==> config.mk <==
export PLATFORM = sky130hd
export DESIGN_NAME = instr_fetch_seq_flat
export DESIGN_NICKNAME = d
export VERILOG_FILES = /design/src/rtl/mc_pkg.sv /design/src/rtl/instr_fetch_seq_if.sv /design/src/rtl/exec_watchdog.sv /design/src/rtl/instr_fetch_seq.sv /design/src/flat_wrapper.sv
export SDC_FILE = /design/constraint.sdc
export NUM_CORES = 1
export LEC_CHECK = 0
export BUFFER_PORTS_ARGS = -buffer_cell sky130_fd_sc_hd__buf_2
export CORE_MARGIN = 2
export CORE_UTILIZATION = 46
export DETAILED_ROUTE_END_ITERATION = 10
export GPL_TIMING_DRIVEN = 0
export PLACE_DENSITY = 0.74
export SYNTH_ARGS = -nofsm -noshare
export SYNTH_HDL_FRONTEND = slang
export SYNTH_HIERARCHICAL = 1
export SYNTH_SLANG_ARGS = --single-unit
==> constraint.sdc <==
create_clock -name clk -period 2.5 [get_ports clk]
set_input_delay 0.5 -clock clk [delete_from_list [all_inputs] [get_ports clk]]
set_output_delay 0.5 -clock clk [all_outputs]
set_load 0.005 [all_outputs]
==> src/rtl/mc_pkg.sv <==
// Shared microcontroller definitions: opcode constants, opcode classes and
// the fetch sequencer state encoding. Execution FSMs import the same opcodes.
package mc_pkg;

    localparam int INSTR_W = 16;

    localparam logic [3:0] OP_NOP      = 4'h0;
    localparam logic [3:0] OP_ALUI_ADD = 4'h1;
    localparam logic [3:0] OP_ALUI_SUB = 4'h2;
    localparam logic [3:0] OP_HALT     = 4'hF;
    localparam logic [3:0] OP_ILL_LO   = 4'hB;
    localparam logic [3:0] OP_ILL_HI   = 4'hE;

    typedef enum logic [2:0] {
        ST_IDLE   = 3'd0,
        ST_FETCH  = 3'd1,
        ST_DECODE = 3'd2,
        ST_EXEC   = 3'd3,
        ST_FLUSH  = 3'd4,
        ST_HALT   = 3'd5,
        ST_FAULT  = 3'd6
    } state_e;

    typedef enum logic [1:0] {
        CLS_NOP     = 2'd0,
        CLS_EXEC    = 2'd1,
        CLS_HALT    = 2'd2,
        CLS_ILLEGAL = 2'd3
    } op_class_e;

    function automatic op_class_e op_class(input logic [3:0] op);
        op_class_e cls;
        if (op == OP_NOP) begin
            cls = CLS_NOP;
        end else if (op == OP_HALT) begin
            cls = CLS_HALT;
        end else if ((op >= OP_ILL_LO) && (op <= OP_ILL_HI)) begin
            cls = CLS_ILLEGAL;
        end else begin
            cls = CLS_EXEC;
        end
        return cls;
    endfunction

endpackage

==> src/rtl/instr_fetch_seq_if.sv <==
// Bus bundle between the fetch sequencer, program memory, PC register and
// the execution FSMs.
interface instr_fetch_seq_if #(
    parameter int ADDR_W = 8
);
    import mc_pkg::*;

    logic                run;
    logic [ADDR_W-1:0]   pc_addr;
    logic [ADDR_W-1:0]   mem_addr;
    logic                mem_rd;
    logic [INSTR_W-1:0]  mem_rdata;
    logic                mem_valid;
    logic [INSTR_W-1:0]  fullBitNum;
    logic                done;
    logic                nop_pc_inc;
    logic                busy;
    logic                halted;
    logic                fault;

    modport master (
        input  run, pc_addr, mem_rdata, mem_valid, done,
        output mem_addr, mem_rd, fullBitNum, nop_pc_inc, busy, halted, fault
    );

    modport slave (
        output run, pc_addr, mem_rdata, mem_valid, done,
        input  mem_addr, mem_rd, fullBitNum, nop_pc_inc, busy, halted, fault
    );

endinterface

==> src/rtl/exec_watchdog.sv <==
// EXEC-phase cycle counter; expired flags the cycle whose increment would
// reach TIMEOUT, so the sequencer can fault on that same edge.
module exec_watchdog #(
    parameter int TIMEOUT = 31,
    parameter int CNT_W   = $clog2(TIMEOUT + 1)
) (
    input  logic clk,
    input  logic rst,
    input  logic clr,
    input  logic en,
    output logic expired
);

    logic [CNT_W-1:0] count_r;

    // Cycle counter; clear dominates enable.
    always_ff @(posedge clk) begin
        if (rst) begin
            count_r <= '0;
        end else if (clr) begin
            count_r <= '0;
        end else if (en) begin
            count_r <= count_r + CNT_W'(1);
        end else begin
            count_r <= count_r;
        end
    end

    assign expired = en && (count_r == CNT_W'(TIMEOUT - 1));

endmodule

==> src/rtl/instr_fetch_seq.sv <==
// Instruction fetch/dispatch sequencer: fetch, latch, present to the execution
// FSMs until done, then one all-zero flush cycle before the next fetch.
module instr_fetch_seq
    import mc_pkg::*;
#(
    parameter int ADDR_W  = 8,
    parameter int TIMEOUT = 31
) (
    input  logic               clk,
    input  logic               rst,
    instr_fetch_seq_if.master  bus
);

    state_e              state_r,  state_n_s;
    logic [INSTR_W-1:0]  ir_r,     ir_n_s;
    logic [ADDR_W-1:0]   mem_addr_r, mem_addr_n_s;
    logic                mem_rd_r, mem_rd_n_s;
    logic [INSTR_W-1:0]  fbn_r,    fbn_n_s;
    logic                nop_r,    nop_n_s;
    logic                busy_r,   busy_n_s;
    logic                halted_r, halted_n_s;
    logic                fault_r,  fault_n_s;
    logic                expired_s;
    logic                in_exec_s;

    assign in_exec_s = (state_r == ST_EXEC);

    exec_watchdog #(.TIMEOUT(TIMEOUT)) u_wdog (
        .clk     (clk),
        .rst     (rst),
        .clr     (!in_exec_s),
        .en      (in_exec_s),
        .expired (expired_s)
    );

    // Next-state and next-output decode; outputs derive from the next state so
    // every port is driven straight from a flop.
    always_comb begin
        state_n_s    = state_r;
        ir_n_s       = ir_r;
        mem_addr_n_s = mem_addr_r;
        case (state_r)
            ST_IDLE: begin
                if (bus.run) state_n_s = ST_FETCH;
                else         state_n_s = ST_IDLE;
            end
            ST_FETCH: begin
                if (bus.mem_valid) begin
                    ir_n_s    = bus.mem_rdata;
                    state_n_s = ST_DECODE;
                end else begin
                    state_n_s = ST_FETCH;
                end
            end
            ST_DECODE: begin
                case (op_class(ir_r[15:12]))
                    CLS_NOP:  state_n_s = ST_FLUSH;
                    CLS_EXEC: state_n_s = ST_EXEC;
                    CLS_HALT: state_n_s = ST_HALT;
                    default:  state_n_s = ST_FAULT;
                endcase
            end
            ST_EXEC: begin
                if (bus.done)     state_n_s = ST_FLUSH;
                else if (expired_s) state_n_s = ST_FAULT;
                else              state_n_s = ST_EXEC;
            end
            ST_FLUSH: begin
                if (bus.run) state_n_s = ST_FETCH;
                else         state_n_s = ST_IDLE;
            end
            ST_HALT:  state_n_s = ST_HALT;
            ST_FAULT: state_n_s = ST_FAULT;
            default:  state_n_s = ST_FAULT;
        endcase

        if (state_n_s == ST_FETCH) begin
            mem_addr_n_s = bus.pc_addr;
        end else begin
            mem_addr_n_s = mem_addr_r;
        end

        mem_rd_n_s = (state_n_s == ST_FETCH);
        fbn_n_s    = (state_n_s == ST_EXEC) ? ir_n_s : {INSTR_W{1'b0}};
        nop_n_s    = (state_n_s == ST_DECODE) && (op_class(ir_n_s[15:12]) == CLS_NOP);
        busy_n_s   = (state_n_s == ST_FETCH) || (state_n_s == ST_DECODE) ||
                     (state_n_s == ST_EXEC)  || (state_n_s == ST_FLUSH);
        halted_n_s = (state_n_s == ST_HALT);
        fault_n_s  = (state_n_s == ST_FAULT);
    end

    // State, instruction register and registered outputs.
    always_ff @(posedge clk) begin
        if (rst) begin
            state_r    <= ST_IDLE;
            ir_r       <= {INSTR_W{1'b0}};
            mem_addr_r <= {ADDR_W{1'b0}};
            mem_rd_r   <= 1'b0;
            fbn_r      <= {INSTR_W{1'b0}};
            nop_r      <= 1'b0;
            busy_r     <= 1'b0;
            halted_r   <= 1'b0;
            fault_r    <= 1'b0;
        end else begin
            state_r    <= state_n_s;
            ir_r       <= ir_n_s;
            mem_addr_r <= mem_addr_n_s;
            mem_rd_r   <= mem_rd_n_s;
            fbn_r      <= fbn_n_s;
            nop_r      <= nop_n_s;
            busy_r     <= busy_n_s;
            halted_r   <= halted_n_s;
            fault_r    <= fault_n_s;
        end
    end

    assign bus.mem_addr   = mem_addr_r;
    assign bus.mem_rd     = mem_rd_r;
    assign bus.fullBitNum = fbn_r;
    assign bus.nop_pc_inc = nop_r;
    assign bus.busy       = busy_r;
    assign bus.halted     = halted_r;
    assign bus.fault      = fault_r;

endmodule

==> src/flat_wrapper.sv <==
// flat-port wrapper written by rule: the top's interface ports become plain ports
module instr_fetch_seq_flat import mc_pkg::*;
#(
    parameter int ADDR_W  = 8,
    parameter int TIMEOUT = 31
)
  (clk, rst, bus_run, bus_pc_addr, bus_mem_rdata, bus_mem_valid, bus_done, bus_mem_addr, bus_mem_rd, bus_fullBitNum, bus_nop_pc_inc, bus_busy, bus_halted, bus_fault);
  instr_fetch_seq_if #(.ADDR_W(ADDR_W)) bus_i ();
  input  logic clk;
  input  logic rst;
  input wire logic [$bits(bus_i.run)-1:0] bus_run;
  input wire logic [$bits(bus_i.pc_addr)-1:0] bus_pc_addr;
  input wire logic [$bits(bus_i.mem_rdata)-1:0] bus_mem_rdata;
  input wire logic [$bits(bus_i.mem_valid)-1:0] bus_mem_valid;
  input wire logic [$bits(bus_i.done)-1:0] bus_done;
  output wire logic [$bits(bus_i.mem_addr)-1:0] bus_mem_addr;
  output wire logic [$bits(bus_i.mem_rd)-1:0] bus_mem_rd;
  output wire logic [$bits(bus_i.fullBitNum)-1:0] bus_fullBitNum;
  output wire logic [$bits(bus_i.nop_pc_inc)-1:0] bus_nop_pc_inc;
  output wire logic [$bits(bus_i.busy)-1:0] bus_busy;
  output wire logic [$bits(bus_i.halted)-1:0] bus_halted;
  output wire logic [$bits(bus_i.fault)-1:0] bus_fault;
  assign bus_i.run = bus_run;
  assign bus_i.pc_addr = bus_pc_addr;
  assign bus_i.mem_rdata = bus_mem_rdata;
  assign bus_i.mem_valid = bus_mem_valid;
  assign bus_i.done = bus_done;
  assign bus_mem_addr = bus_i.mem_addr;
  assign bus_mem_rd = bus_i.mem_rd;
  assign bus_fullBitNum = bus_i.fullBitNum;
  assign bus_nop_pc_inc = bus_i.nop_pc_inc;
  assign bus_busy = bus_i.busy;
  assign bus_halted = bus_i.halted;
  assign bus_fault = bus_i.fault;
  instr_fetch_seq #(.ADDR_W(ADDR_W), .TIMEOUT(TIMEOUT)) u_core (.clk(clk), .rst(rst), .bus(bus_i));
endmodule
==> results.sh <==
export IMPL_outcome="complete, no violations"
export IMPL_synth_fp_nets=234
export IMPL_holdPathStages=3
export IMPL_drt_antenna_violating_nets=0
export IMPL_first_global_vias=1509
export IMPL_final_nets=306
export IMPL_clkTransAtPathRegs_ps=90
export IMPL_synthTopCellsByCount="dfxtp_1 (53), nor2_1 (30), mux2i_1 (24)"
export IMPL_rows=24
export IMPL_stdcell_count=327
export IMPL_async_flop_share_pct=0
export IMPL_tightest_slew_ps=569.7
export IMPL_antenna_found_initial=0
export IMPL_worst_path_max_fanout=5
export IMPL_drv_cap=0
export IMPL_cts_buffers_inserted=5
export IMPL_drv_slew=0
export IMPL_drt_total_wl_um=4173
export IMPL_cts_tree="built"
export IMPL_critical_path_class="reg2reg"
export IMPL_crit_required_ps=2750
export IMPL_start_kind="flip-flop"
export IMPL_yosysSeqAreaShare_pct=50.18
export IMPL_grt_total_usage_pct=17.40
export IMPL_synth_warnings=6
export IMPL_synth_compound_area_share_pct=5.680
export IMPL_synth_top_family_by_area="simple AND/OR/NAND/NOR gates"
export IMPL_synthToLayoutAreaGrowth_pct=30.00
export IMPL_dieArea_mm2=0.005155
export IMPL_hp_start="bus_pc_addr[1]"
export IMPL_clock_skew_ps=5.354
export IMPL_setup_viol=0
export IMPL_min_period_ps=2442
export IMPL_postSynthCellCount=202
export IMPL_ir_drop_v=0.0005924
export IMPL_yosysTopAreaCell="dfxtp_1"
export IMPL_p_leak_nw=1.172
export IMPL_synth_top_area_share_pct=50.18
export IMPL_wl_per_cell_um=12.76
export IMPL_endpoint_kind="flip-flop"
export IMPL_synth_area_mm2=0.002115
export IMPL_globalRoute_totalOverflow=0
export IMPL_clockBufferDepth=2
export IMPL_grt_first_pass_wirelength_um=7003
export IMPL_portBuffers=57
export IMPL_yosys_area_share_adder_pct=1.775
export IMPL_setup_tns_ps=0
export IMPL_r2r_cells=10
export IMPL_num_antenna_cells=0
export IMPL_final_hold_viol_count=0
export IMPL_rsz0062_at_grt="true"
export IMPL_r2r_end="u_core/bus.fullBitNum[8]"
export IMPL_final_core_util_pct=62.70
export IMPL_synthXorXnorAreaFrac_pct=0.4142
export IMPL_num_io_pins=58
export IMPL_cts_root_buf="clkbuf_8"
export IMPL_r2r_start="u_core/ir_r[12]"
export IMPL_place_area_mm2=0.002465
export IMPL_grt_max_degree=17
export IMPL_synthDistinctLibCells=39
export IMPL_firstDrtPassIters=4
export IMPL_ff_latch_area_mm2=0.001065
export IMPL_yosysMostFrequentCell="dfxtp_1"
export IMPL_dp_final_hpwl_um=2744
export IMPL_multi_input_area_mm2=0.001026
export IMPL_initial_utilization_pct=48.23
export IMPL_cp_arrival_ps=2700
export IMPL_fmax_ghz=0.4094
export IMPL_core_area_mm2=0.004384
export IMPL_drtIter0Drc=81
export IMPL_fp_dieW_um=71.80
export IMPL_design_area_mm2=0.002749
export IMPL_r2r_slack_ps=60
export IMPL_synth_flop_cell="dfxtp_1"
export IMPL_slew_headroom_pct=61.54
export IMPL_drive_above_1_share_pct=41.45
export IMPL_cts_sinks=53
export IMPL_pwr_density_cell_mw_per_mm2=644.0
export IMPL_gp_congestion=0.7525
export IMPL_nFillCells=367
export IMPL_dp_cells=311
export IMPL_min_to="u_core/bus.mem_addr[1]"
export IMPL_synth_avg_cell_area_um2=10.47
export IMPL_hp_class="in2reg"
export IMPL_synth_edf_count=0
export IMPL_synthMuxAreaShare_pct=12.43
export IMPL_vias=1608
export IMPL_clock_latency_ps=310
export IMPL_ctsHtreeMaxLevel=2
export IMPL_fin_crit_sh_pct=97.69
export IMPL_yosys_top_cells_area="dfxtp_1 (50%), mux2i_1 (11%), nand2b_1 (5.6%)"
export IMPL_die_h_um=71.80
export IMPL_yosys_area_share_simple_pct=24.73
export IMPL_drc=0
export IMPL_viasPerCell=4.917
export IMPL_finalPower_mw=1.770
export IMPL_ys_seq_elements=53
[per-stage QoR]
step           hold slack [ps]  setup WS, ps
6_report                 448.0         57.66
5_1_grt                  445.7        -66.27
4_1_cts                  438.6        0.2911
2_1_floorplan            455.7         12.76
3_5_place_dp             466.2        -230.8
3_3_place_gp             458.9        -214.7
[cell type report]
| cell class | instances | area share [%] |
|---|---|---|
| Clock inverter | 2 | 1.365 |
| Sequential cell | 53 | 38.73 |
| Tap cell | 52 | 2.367 |
| Timing Repair Buffer | 66 | 13.84 |
| Inverter | 5 | 0.6827 |
| Buffer | 10 | 2.685 |
| Clock buffer | 6 | 3.004 |
| Multi-Input combinational cell | 133 | 37.32 |
[state kept, by name, indices dropped and copies added (netlist names)]
| name | count |
|---|---|
| u_core/bus.busy | 1 |
| u_core/bus.fullBitNum | 16 |
| u_core/bus.mem_addr | 8 |
| u_core/bus.halted | 1 |
| u_core/state_r | 3 |
| u_core/bus.mem_rd | 1 |
| u_core/bus.fault | 1 |
| u_core/ir_r | 16 |
| u_core/bus.nop_pc_inc | 1 |
| u_core/u_wdog/count_r | 5 |
[routing by layer]
layer | share of wire [%] | up-vias | global-route usage [%]
li1 | - | 818 | -
met2 | 49 | 33 | 26.75
met4 | 1.8 | 0 | 7.547
met5 | 0 | - | 0
met3 | 4.4 | 7 | 4.219
met1 | 45 | 750 | 23.34
[power by group]
| group | internal, mW | total, mW | switching [mW] |
|---|---|---|---|
| logic | 0.133 | 0.269 | 0.136 |
| registers | 0.882 | 0.899 | 0.0169 |
| clock network | 0.326 | 0.603 | 0.277 |
| total | 1.34 | 1.77 | 0.430 |
[worst max-delay path by stage]
stage	startpoint	end	slack, ps	cells after the start
floorplan	u_core/ir_r[14]	u_core/bus.fullBitNum[10]	10	11
global placement	u_core/state_r[1]	u_core/bus.fullBitNum[12]	-210	13
detailed placement	u_core/state_r[1]	u_core/bus.fullBitNum[8]	-230	13
CTS	u_core/ir_r[14]	u_core/bus.fullBitNum[0]	0.3	10
global route	u_core/ir_r[12]	u_core/bus.fullBitNum[8]	-70	10
finish	u_core/ir_r[12]	u_core/bus.fullBitNum[8]	60	10
[cells by family after synthesis]
group,Yosys count
compound gates,15
xor+xnor,1
fa+ha+maj,3
buf+inv,16
flops,53
mux,26
simple gates,88
[worst max-delay path, cell delays in order, from the launching register on]
cell     delay [ps]
dfxtp_2         350
or4_4           550
nand2_4          90
inv_2            40
ha_4            200
nor2_2           90
o21ai_1          70
o21a_2          150
or4b_4          570
buf_12          180
nor2_4           90
[what timing repair did]
action,4_1_cts,5_1_grt
gates resized for setup,13,15
hold buffers,0,0
setup buffers,8,0
pin swaps,5,20
setup endpoints to repair,24,24
cloned,1,0
[cells in the final DEF (no fill, tap or decap), types with 2 or more instances in the layout]
cell type,count
buf_2,58
inv_2,2
dfxtp_2,3
a21o_1,2
nor2_1,23
clkbuf_1,4
clkbuf_8,6
o21ai_0,2
buf_4,9
nand3b_1,2
nor2_2,4
mux2i_1,24
nor3_1,7
dfxtp_1,50
nor2b_1,2
nand2b_1,19
nand2_1,3
nor3b_2,2
nor3b_1,2
nor2_4,13
inv_1,3
buf_6,3
a21oi_1,3
mux2_1,2
ha_1,2
nand4_1,3
(Power assumes the default switching activity.)
